==> src/rtl/mem_loader.sv <==
// mem_loader: streams bytes from a valid/ready source into a byte-wide
// memory starting at BASE_ADDR, optionally reading each byte back to verify.
// Every bus and status output is a register, so strobes are glitch-free.
module mem_loader #(
    parameter logic [7:0] BASE_ADDR = 8'd0,
    parameter int         VERIFY    = 1
) (
    input  logic       clk,
    input  logic       rst,
    input  logic       start,
    input  logic [8:0] len,
    input  logic       in_valid,
    input  logic [7:0] in_data,
    output logic       in_ready,
    input  logic [7:0] mem_in,
    output logic       R,
    output logic       W,
    output logic [7:0] addr,
    output logic [7:0] data_out,
    output logic       busy,
    output logic       done,
    output logic       error,
    output logic [7:0] err_addr
);

    typedef enum logic [2:0] {
        S_IDLE, S_ACCEPT, S_WRITE, S_CHECK, S_DONE, S_ERR
    } state_t;

    state_t     r_state;
    logic [8:0] r_cnt;
    logic [8:0] r_len;
    logic       w_last;

    // Current byte is the final one of the load (len >= 1 here, so no underflow).
    assign w_last = (r_cnt == (r_len - 9'd1));

    // Loader FSM; all outputs are registered alongside the state.
    always_ff @(posedge clk or posedge rst) begin
        if (rst) begin
            r_state  <= S_IDLE;
            r_cnt    <= '0;
            r_len    <= '0;
            R        <= 1'b1;
            W        <= 1'b1;
            addr     <= '0;
            data_out <= '0;
            in_ready <= 1'b0;
            busy     <= 1'b0;
            done     <= 1'b0;
            error    <= 1'b0;
            err_addr <= '0;
        end else begin
            case (r_state)
                S_IDLE, S_DONE, S_ERR: begin
                    if (start) begin
                        if (len == 9'd0) begin
                            // Empty load completes immediately without touching the bus.
                            r_state <= S_DONE;
                            done    <= 1'b1;
                            error   <= 1'b0;
                        end else if (len > 9'd256) begin
                            r_state  <= S_ERR;
                            done     <= 1'b0;
                            error    <= 1'b1;
                            err_addr <= BASE_ADDR;
                        end else begin
                            r_state  <= S_ACCEPT;
                            busy     <= 1'b1;
                            done     <= 1'b0;
                            error    <= 1'b0;
                            r_cnt    <= '0;
                            r_len    <= len;
                            addr     <= BASE_ADDR;
                            in_ready <= 1'b1;
                        end
                    end
                end
                S_ACCEPT: begin
                    if (in_valid) begin
                        data_out <= in_data;
                        in_ready <= 1'b0;
                        W        <= 1'b0;
                        r_state  <= S_WRITE;
                    end
                end
                S_WRITE: begin
                    W <= 1'b1;
                    if (VERIFY != 0) begin
                        R       <= 1'b0;
                        r_state <= S_CHECK;
                    end else if (w_last) begin
                        r_state <= S_DONE;
                        done    <= 1'b1;
                        busy    <= 1'b0;
                    end else begin
                        r_cnt    <= r_cnt + 9'd1;
                        addr     <= addr + 8'd1;
                        in_ready <= 1'b1;
                        r_state  <= S_ACCEPT;
                    end
                end
                S_CHECK: begin
                    R <= 1'b1;
                    if (mem_in != data_out) begin
                        r_state  <= S_ERR;
                        error    <= 1'b1;
                        busy     <= 1'b0;
                        err_addr <= addr;
                    end else if (w_last) begin
                        r_state <= S_DONE;
                        done    <= 1'b1;
                        busy    <= 1'b0;
                    end else begin
                        r_cnt    <= r_cnt + 9'd1;
                        addr     <= addr + 8'd1;
                        in_ready <= 1'b1;
                        r_state  <= S_ACCEPT;
                    end
                end
                default: r_state <= S_IDLE;
            endcase
        end
    end

endmodule

==> config.mk <==
export PLATFORM = sky130hd
export DESIGN_NAME = mem_loader
export DESIGN_NICKNAME = d
export VERILOG_FILES = /design/src/rtl/mem_loader.sv
export SDC_FILE = /design/constraint.sdc
export NUM_CORES = 1
export LEC_CHECK = 0
export ABC_CLOCK_PERIOD_IN_PS = 6400
export CAP_MARGIN = 20
export CORE_AREA = 2 2 103 75
export CTS_CLUSTER_DIAMETER = 40
export DETAILED_ROUTE_END_ITERATION = 7
export DIE_AREA = 0 0 105 77
export PLACE_DENSITY = 0.68
export SETUP_SLACK_MARGIN = 0.2
export SYNTH_ARGS = -nofsm -noshare
export SYNTH_HDL_FRONTEND = slang
export SYNTH_SLANG_ARGS = --single-unit
==> constraint.sdc <==
create_clock -name clk -period 6.4 [get_ports clk]
set_input_delay 1.28 -clock clk [delete_from_list [all_inputs] [get_ports clk]]
set_output_delay 1.28 -clock clk [all_outputs]
set_load 0.02 [all_outputs]
==> impl_metrics.ini <==
[run_status]
status = complete, no violations

[sta]
hold_ws_ps = 497.6
finalSetupViolations = 0
max_freq_ghz = 0.2359
final_max_slew_viol_count = 0
rsz0062_at_grt = no
worstMarginPinSlew_ps = 953.9
slew-limit-headroom_pct = 36.41
finClkSkew_ps = 12.54
finalSetupTns_ps = 0
hold_viol = 0
layout_min_cycle_time_ps = 4239
worst_slack_ps = 2161
fin_crit_sh_pct = 66.23

[routing]
ant_nets = 0
routedWlPerCell_um = 15.76
vias = 2360
wl_um = 6778
dr.pass1.iters = 4
viasPerCell = 5.488
drt_iter0_markers = 119
remaining_drc_errors = 0

[clock_tree]
cts_buffer_depth = 2
ctsResizeCount = 0
clk_pin_slew_ps = 90
cts_buffers = 5
clk_latency_ps = 320
cts_sinks = 51
clock-root-buffer = clkbuf_8
postCtsHoldBufs = 0
cts_max_level = 2
post_cts_buffers = 0
cts_tree = built

[setup_path]
cp.arrival_ps = 4480
cp_max_fo = 17
critPathKind = in -> reg
reg2reg_to = r_cnt[6]
crit_path_end_kind = flip-flop
rr_worst_depth = 6
cp-start-kind = primary input
regToRegStartpoint = r_state[2]
r2r_setup_slack_ps = 3390
crit_required_ps = 6640

[finish]
layout.cells.non_filler = 430
fill_cells = 692
drive_above_1_share_pct = 17.17
layout_common_cells = 58 x clkdlybuf4s50_1, 49 x dfrtp_1, 22 x nand2_1
layout.nets = 366
antenna_cells = 0
syn_to_final_growth_pct = 26.10
final_common_cell = clkdlybuf4s50_1

[die]
io_pins = 59
die_area_um2 = 8085
die_x_um = 105
row_count = 26
coreArea_um2 = 7092
die_h_um = 77
initial_core_util_pct = 40.76

[global_route]
antenna_found_initial = 0
grt_use_total_pct = 17.63
grt_overflow = 0
grt_pass1_vias = 2330
grt_pass1_wl_um = 11590
grt_start_max_net_pins = 52

[yosys]
syn-num-nets = 310
yosysSeqAreaShare_pct = 44.24
avgSynthCellArea_um2 = 10.51
ys_seq_elements = 51
synth_warnings = 0
synthArstFlopShare_pct = 100.0
netlist_area_um2 = 2890
syn-instance-count = 275
synth_edf_count = 0
synth_cell_type_count = 60
synth_flop_cell = dfrtp_1

[power]
powerDensity_nw_per_um2 = 358.9
p_leak_uw = 0.001448
power_uw = 1308
ir_drop_mv = 0.2025

[placement]
placed_cells = 421
place_ws_ps = 1861
dp_hpwl_um = 4869
gp_congestion = 0.8330
portBuffers = 58

[run]
maxCapViolations = 0

[worst_hold_path]
whs_endpoint = R
min_from = R
hold_class = reg -> reg
holdPathStages = 2
-- stage by stage --
stage | utilization, % | instance area [um^2]
floorplan | - | 2890
detailed placement | 49.77 | 3530
CTS | 51.11 | 3625
finish | 51.39 | 3645
global route | 51.39 | 3645
global placement | 49.77 | 3530
-- layout make-up --
type / instances / area, um^2 / area share (%)
inverters: 9 / 33.78 / 0.9269
flip-flops and latches: 51 / 1279 / 35.08
multi-input cells: 204 / 1506 / 41.33
repair buffers: 60 / 608.1 / 16.68
clock buffers: 7 / 86.33 / 2.369
well taps: 98 / 122.6 / 3.364
clock inverters: 1 / 8.758 / 0.2403
-- logic make-up (layout without fill, tap and decap cells) --
group / Yosys count / count (layout) / share of synthesized area (%)
AND/OR/NAND/NOR: 97 / 97 / 18.92
AO/OA/AOI/OAI: 65 / 65 / 17.75
flip-flops: 51 / 51 / 44.24
buffers and inverters: 20 / 77 / 3.636
XOR/XNOR: 18 / 18 / 5.931
multiplexers: 18 / 18 / 6.926
adder cells (fa/ha/maj): 6 / 6 / 2.597
-- power by group --
part | switching, uW | total (uW) | internal [uW]
combinational | 316 | 602 | 286
clock | 112 | 201 | 88.9
sequential | 95.3 | 506 | 410
-- worst max-delay path: stages --
cell and delay, ps:
clkdlybuf4s50_1 420, nor4_1 370, nand2_1 180, ha_1 260
nor4_1 330, o21ai_0 140, or2_0 560, or4_2 780
a21oi_2 150
-- synthesized netlist by cell type (4+ instances only) --
cell / instances / area share, %
o31ai_1: 4 / 1.0
nand2_1: 22 / 2.9
nand3_1: 9 / 1.6
nand4_1: 6 / 1.3
dfrtp_1: 49 / 42
o21ai_0: 8 / 1.4
a21oi_2: 6 / 1.8
a21oi_1: 10 / 1.7
nor2_1: 14 / 1.8
a22o_1: 8 / 2.4
mux2_2: 16 / 6.2
clkbuf_1: 7 / 0.91
nor4_1: 4 / 0.87
o31ai_2: 4 / 1.7
or4_1: 5 / 1.3
nor3_1: 5 / 0.87
and3_1: 6 / 1.3
ha_1: 6 / 2.6
xnor2_1: 14 / 4.2
inv_1: 9 / 1.2
-- registers in the layout, indices dropped and copies added (netlist names) --
register / flops
busy: 1
in_ready: 1
r_state: 3
data_out: 8
error: 1
done: 1
r_len: 9
err_addr: 8
addr: 8
r_cnt: 9
R: 1
W: 1
-- worst max-delay path by stage --
stage            from        to  slack [ps]
6_report       len[0]  r_cnt[5]        2160
5_1_grt        len[0]  r_cnt[5]        1930
4_1_cts        len[0]  r_cnt[5]        2180
3_5_place_dp   len[0]  r_cnt[5]        1860
3_3_place_gp   len[0]  r_cnt[5]        1900
2_1_floorplan  len[0]  r_cnt[5]        2900
-- layer usage --
layer | share of wire (%) | wire (um) | track usage [%]
met3 | 4.3 | 293 | 3.401
met5 | 0 | 0 | 0
met2 | 44 | 3006 | 26.62
met1 | 50 | 3418 | 25.97
met4 | 0.89 | 60 | 4.400
Note: power is estimated with default switching activity, not from simulation.
